## config.mk

```make
export PLATFORM = sky130hd
export DESIGN_NAME = ral_apb_slave
export DESIGN_NICKNAME = d
export VERILOG_FILES = /design/src/rtl/ral_pkg.sv /design/src/rtl/ral_wrap_counter.sv /design/src/rtl/ral_apb_slave.sv
export SDC_FILE = /design/constraint.sdc
export NUM_CORES = 1
export LEC_CHECK = 0
export ABC_AREA = 1
export ABC_CLOCK_PERIOD_IN_PS = 4600
export CAP_MARGIN = 15
export CORE_MARGIN = 4
export CORE_UTILIZATION = 57
export CTS_BUF_LIST = sky130_fd_sc_hd__clkbuf_8
export DETAILED_ROUTE_END_ITERATION = 8
export GPL_TIMING_DRIVEN = 0
export HOLD_SLACK_MARGIN = 0.12
export PLACE_DENSITY = 0.85
export SLEW_MARGIN = 20
export SYNTH_ARGS = -nofsm -noshare
export SYNTH_HDL_FRONTEND = slang
export SYNTH_HIERARCHICAL = 1
export SYNTH_SLANG_ARGS = --single-unit
```

## constraint.sdc

```tcl
create_clock -name PCLK -period 4.6 [get_ports PCLK]
set_clock_uncertainty 0.15 [all_clocks]
set_input_delay 0.92 -clock PCLK [delete_from_list [all_inputs] [get_ports PCLK]]
set_output_delay 0.92 -clock PCLK [all_outputs]
set_load 0.05 [all_outputs]
```

## src/rtl/ral_pkg.sv

```systemverilog
// Shared constants and types for the RAL APB completer: register map, CTRL bit
// positions, reset values and the APB transfer FSM encoding.
package ral_pkg;

    localparam logic [3:0] ADDR_CTRL   = 4'h0;
    localparam logic [3:0] ADDR_PERIOD = 4'h4;
    localparam logic [3:0] ADDR_COUNT  = 4'h8;
    localparam logic [3:0] ADDR_STATUS = 4'hC;

    localparam int unsigned CTRL_EN_BIT     = 0;
    localparam int unsigned CTRL_CLR_BIT    = 1;
    localparam int unsigned CTRL_IRQ_EN_BIT = 2;

    localparam logic [2:0]  CTRL_RST   = 3'b000;
    localparam logic [31:0] PERIOD_RST = 32'h0000_00FF;
    localparam logic [31:0] COUNT_RST  = 32'h0000_0000;
    localparam logic        STATUS_RST = 1'b0;

    typedef enum logic [1:0] {
        IDLE   = 2'd0,
        SETUP  = 2'd1,
        ACCESS = 2'd2
    } apb_state_e;

    // Misaligned addresses and writes to the read-only COUNT get an error response.
    function automatic logic addr_err(input logic [3:0] addr, input logic write);
        return (addr[1:0] != 2'b00) || (write && (addr == ADDR_COUNT));
    endfunction

endpackage

```

## src/rtl/ral_wrap_counter.sv

```systemverilog
// Wrapping event counter: counts up to PERIOD inclusive, then returns to 0 and
// pulses wrap for one cycle. A pending clear overrides counting.
module ral_wrap_counter
    import ral_pkg::*;
(
    input  logic        clk_sys,
    input  logic        rst_b,
    input  logic        en,
    input  logic        clr,
    input  logic [31:0] period,
    output logic [31:0] count,
    output logic        wrap
);

    // Wrap is still reported when a clear lands on the same cycle.
    assign wrap = en && (count == period);

    always_ff @(posedge clk_sys or negedge rst_b) begin
        if (!rst_b) begin
            count <= COUNT_RST;
        end else if (clr || wrap) begin
            count <= '0;
        end else if (en) begin
            count <= count + 32'd1;
        end
    end

endmodule

```

## src/rtl/ral_apb_slave.sv

```systemverilog
// APB completer with CTRL/PERIOD/COUNT/STATUS registers driving a wrap counter.
// Build option RAL_SLV_WAIT_EN adds WAIT_STATES extra ACCESS cycles per transfer.
//
// state  | meaning
// IDLE   | waiting for a setup phase (PSEL=1, PENABLE=0)
// SETUP  | one cycle: decode address, capture transfer, latch PRDATA
// ACCESS | hold until wait count expires; PREADY and write commit on completion
module ral_apb_slave
    import ral_pkg::*;
#(
    parameter int unsigned WAIT_STATES = 1
) (
    input  logic        PCLK,
    input  logic        PRESETn,
    input  logic        PSEL,
    input  logic        PENABLE,
    input  logic        PWRITE,
    input  logic [3:0]  PADDR,
    input  logic [31:0] PWDATA,
    output logic [31:0] PRDATA,
    output logic        PREADY,
    output logic        PSLVERR,
    output logic        irq
);

    if (WAIT_STATES > 7) begin : g_wait_range
        $error("WAIT_STATES must be in 0..7");
    end

    apb_state_e  state_q, state_d;
    logic [3:0]  addr_q;
    logic        write_q;
    logic [31:0] wdata_q;
    logic        err_q;
    logic        access_done;
    logic        commit;

    logic        ctrl_en_q, ctrl_irq_en_q, clr_q;
    logic [31:0] period_q;
    logic        status_q;
    logic        irq_q;
    logic [31:0] count;
    logic        wrap;
    logic [31:0] rd_mux;

`ifdef RAL_SLV_WAIT_EN
    logic [2:0] wait_q;

    always_ff @(posedge PCLK or negedge PRESETn) begin
        if (!PRESETn) begin
            wait_q <= '0;
        end else if (state_q == SETUP) begin
            wait_q <= WAIT_STATES[2:0];
        end else if ((state_q == ACCESS) && (wait_q != 3'd0)) begin
            wait_q <= wait_q - 3'd1;
        end
    end

    assign access_done = (wait_q == 3'd0);
`else
    assign access_done = 1'b1;
`endif

    always_ff @(posedge PCLK or negedge PRESETn) begin
        if (!PRESETn) begin
            state_q <= IDLE;
        end else begin
            state_q <= state_d;
        end
    end

    always_comb begin
        state_d = state_q;
        PREADY  = 1'b0;
        case (state_q)
            IDLE: begin
                if (PSEL && !PENABLE) state_d = SETUP;
            end
            SETUP: begin
                state_d = ACCESS;
            end
            ACCESS: begin
                if (access_done) begin
                    PREADY  = 1'b1;
                    state_d = (PSEL && !PENABLE) ? SETUP : IDLE;
                end else if (!PSEL) begin
                    state_d = IDLE;
                end
            end
            default: state_d = IDLE;
        endcase
    end

    assign PSLVERR = PREADY && err_q;
    assign commit  = PREADY && write_q && !err_q;
    assign irq     = irq_q;

    always_comb begin
        rd_mux = '0;
        case (PADDR)
            ADDR_CTRL:   rd_mux = {29'd0, ctrl_irq_en_q, 1'b0, ctrl_en_q};
            ADDR_PERIOD: rd_mux = period_q;
            ADDR_COUNT:  rd_mux = count;
            ADDR_STATUS: rd_mux = {31'd0, status_q};
            default:     rd_mux = '0;
        endcase
    end

    // Transfer attributes are captured in SETUP so ACCESS does not depend on the bus.
    always_ff @(posedge PCLK or negedge PRESETn) begin
        if (!PRESETn) begin
            addr_q  <= '0;
            write_q <= 1'b0;
            wdata_q <= '0;
            err_q   <= 1'b0;
            PRDATA  <= '0;
        end else if (state_q == SETUP) begin
            addr_q  <= PADDR;
            write_q <= PWRITE;
            wdata_q <= PWDATA;
            err_q   <= addr_err(PADDR, PWRITE);
            PRDATA  <= (PWRITE || addr_err(PADDR, PWRITE)) ? 32'd0 : rd_mux;
        end
    end

    always_ff @(posedge PCLK or negedge PRESETn) begin
        if (!PRESETn) begin
            ctrl_en_q     <= CTRL_RST[CTRL_EN_BIT];
            ctrl_irq_en_q <= CTRL_RST[CTRL_IRQ_EN_BIT];
            clr_q         <= 1'b0;
            period_q      <= PERIOD_RST;
        end else begin
            clr_q <= 1'b0;
            if (commit && (addr_q == ADDR_CTRL)) begin
                ctrl_en_q     <= wdata_q[CTRL_EN_BIT];
                ctrl_irq_en_q <= wdata_q[CTRL_IRQ_EN_BIT];
                clr_q         <= wdata_q[CTRL_CLR_BIT];
            end
            if (commit && (addr_q == ADDR_PERIOD)) begin
                period_q <= wdata_q;
            end
        end
    end

    // A wrap in the same cycle as a W1C keeps the flag set.
    always_ff @(posedge PCLK or negedge PRESETn) begin
        if (!PRESETn) begin
            status_q <= STATUS_RST;
            irq_q    <= 1'b0;
        end else begin
            if (wrap) begin
                status_q <= 1'b1;
            end else if (commit && (addr_q == ADDR_STATUS) && wdata_q[0]) begin
                status_q <= 1'b0;
            end
            irq_q <= status_q && ctrl_irq_en_q;
        end
    end

    ral_wrap_counter u_counter (
        .clk_sys (PCLK),
        .rst_b   (PRESETn),
        .en      (ctrl_en_q),
        .clr     (clr_q),
        .period  (period_q),
        .count   (count),
        .wrap    (wrap)
    );

endmodule
```

==> results.toml <==
[yosys]
yosys.area.top_type = "dfrtp_1"
synth.distinct_cells = 38
syn_nets = 1029
yosysSeqAreaShare_pct = 47.35
synth_ff_type = "dfrtp_1"
yosysMostFrequentCell = "nand2_1"
synth-edff-count = 0
synth_top_area_share_pct = 44.54
syn_area_um2 = 7472
synthCells = 987
yosys-top-cells-count = "nand2_1, dfrtp_1, inv_1, nand3_1, nor2_1"
yosys-top-cells-area = "dfrtp_1, nand2_1, nand3_1"
ys_warn_count = 6
syn_avg_cell_area_um2 = 7.571
synthArstFlopShare_pct = 100.0
ys_ff_latch = 141

[critical_path]
worstPathMaxFanout = 3
cp-start-kind = "flop"
required_ns = 3.53
crit_arrival_ns = 1.96
critPathKind = "flop to output pin"
end_kind = "output pin"

[detailed_routing]
drc_errors = 0
ant_nets = 0
num_vias = 6811
wl_per_cell_um = 15.42
drt_pass1_iterations = 5
wirelength_um = 19540
viasPerCell = 5.376
drt-initial-drc-count = 570

[clocking]
cts_tree = "done"
cts_hold_buf = 0
cts-htree-levels = 4
cts_root_buffer = "clkbuf_8"
cts.sinks = 141
cts_resized = 0
post_cts_buffers = 0
clk_latency_ns = 0.46
cts_buffers = 17
clk_pin_slew_worst_paths_ns = 0.09
clk_path_buf_depth = 2

[global_routing]
grt_antenna_before_repair = 0
grt_pass1_wl_um = 31910
grt_use_total_pct = 27.72
grt_pass1_vias = 6451
grt-ovfl-total = 0
grt_max_degree = 84

[job]
drv_cap = 0

[die]
initial_core_util_pct = 58.73
row_count = 41
core-area_um2 = 12720
io_pins = 76
die_y_um = 122.5
dieArea_um2 = 15010
die_w_um = 122.5

[cells_and_area]
drive_gt1_share_pct = 10.96
finalNetCount = 1124
multiInputGateArea_um2 = 3197
stdcell_count = 1267
antenna-diode-count = 0
nFillCells = 1092
area_growth_syn_to_layout_pct = 18.52
seq_area_um2 = 3538

[power]
swShare_pct = 29.03
p_clk_share_pct = 35.7
leakage_uw = 0.004326
irDropWorstVdd_mv = 0.2374
seqPwrFrac_pct = 50.7
p_switching_uw = 797.4
powerDensity_nw_per_um2 = 310.1
comb_power_share_pct = 13.6
p_total_uw = 2746
internal-power_uw = 1949

[timing]
tightest_slew_ns = 0.5411
period_needed_ns = 3.026
fmax_ghz = 0.3305
period_share_pct = 65.78
rsz0062_at_grt = "no"
max_slew_margin_pct = 63.93
setup_violations = 0
drv_slew = 0
timing_hold_violations_final = 0

[run_status]
status = "finished, final reports clean"

[placed_design]
routabilityCongestion = 0.9714
port-buffer-count = 75
hpwlAfterDp_um = 14390
dp_cells = 1235

[hold_path]
hold_path.class = "input pin to asynchronous set/reset pin"
==> layer usage <==
layer	track usage [%]	part of all wire, %
met4	11.13	2.6
met2	43.01	47
met3	5.300	8.0
met1	38.62	43
met5	0	0
==> power groups by stage <==
stage          registers, uW  logic (uW)  clock network [uW]
2_1_floorplan           1400         237                   0
3_3_place_gp            1410         357                   0
3_5_place_dp            1410         368                   0
4_1_cts                 1390         372                 992
5_1_grt                 1400         422                1050
6_report                1390         374                 981
==> layout by cell type (no fill, tap or decap), drive strengths merged, types with 2 or more instances in the layout <==
master         count
nand2            333
dfrtp            133
inv              120
nand3            106
nor2             101
o21ai             82
clkdlybuf4s50     74
buf               39
clkbuf            25
xor2              18
nand4             15
xnor2             10
dfstp              8
nor3               7
clkinv             4
nor3b              3
clkinvlp           3
nor4               2
o21bai             2
==> worst max-delay path, stage by stage (launching register included) <==
cell,delay (ns)
dfrtp_1,0.40
inv_2,0.07
nand2_2,0.08
nor2_1,0.14
clkdlybuf4s50_1,0.83
==> state kept, by name, summed over array words and instances, names as in the netlist <==
signal and flops:
u_counter/count 32, addr_q 4, ctrl_en_q 1, ctrl_irq_en_q 1, irq 1, err_q 1
clr_q 1, state_q 2, wdata_q 32, period_q 32, status_q 1, write_q 1
PRDATA 32
==> cell type report <==
type | count | area share (%)
flip-flops and latches | 141 | 39.95
multi-input cells | 688 | 36.10
repair buffers | 76 | 8.844
inverters | 116 | 4.931
plain buffers | 42 | 3.391
clock buffers | 20 | 3.108
well taps | 172 | 2.430
clock inverters | 12 | 1.243
==> logic make-up after synthesis <==
group,count (synthesis),synth area share [%]
and+or+nand+nor,571,33.31
AOI/OAI and AO/OA,88,6.028
buffers and inverters,158,9.863
adders and majority gates,1,0.1674
xor gates and xnor gates,28,3.282
DFF,141,47.35
==> metrics by stage <==
stage | instance area [um2] | utilization, % | TNS (ns) | worst slack [ns] | hold slack (ns)
floorplan | 7472 | - | 0 | 2.389 | 0.2761
global placement | 8438 | 66.33 | -412.95 | -3.038 | 0.2978
detailed placement | 8471 | 66.58 | 0 | 1.877 | 0.2983
CTS | 8856 | 69.61 | 0 | 1.548 | 0.2254
global route | 8856 | 69.61 | 0 | 1.503 | 0.2335
finish | 8856 | 69.61 | 0 | 1.574 | 0.2143
==> path summary, 6_finish.rpt <==
path	from	end	slack (ns)	cells after the start
worst min register to register	state_q[0]$_DFFE_PN0P_	state_q[0]$_DFFE_PN0P_	0.31	1
worst max-delay path	state_q[0]$_DFFE_PN0P_	PSLVERR	1.57	4
max in group asynchronous	PRESETn	period_q[0]$_DFFE_PN1P_	3.29	2
worst max register to register	u_counter/count[0]$_DFFE_PN0P_	u_counter/count[28]$_DFFE_PN0P_	2.51	9
worst min-delay path	PRESETn	u_counter/count[14]$_DFFE_PN0P_	0.21	1
min in group PCLK	state_q[0]$_DFFE_PN0P_	state_q[0]$_DFFE_PN0P_	0.31	1
No activity file was read; power rests on OpenSTA's default activity.
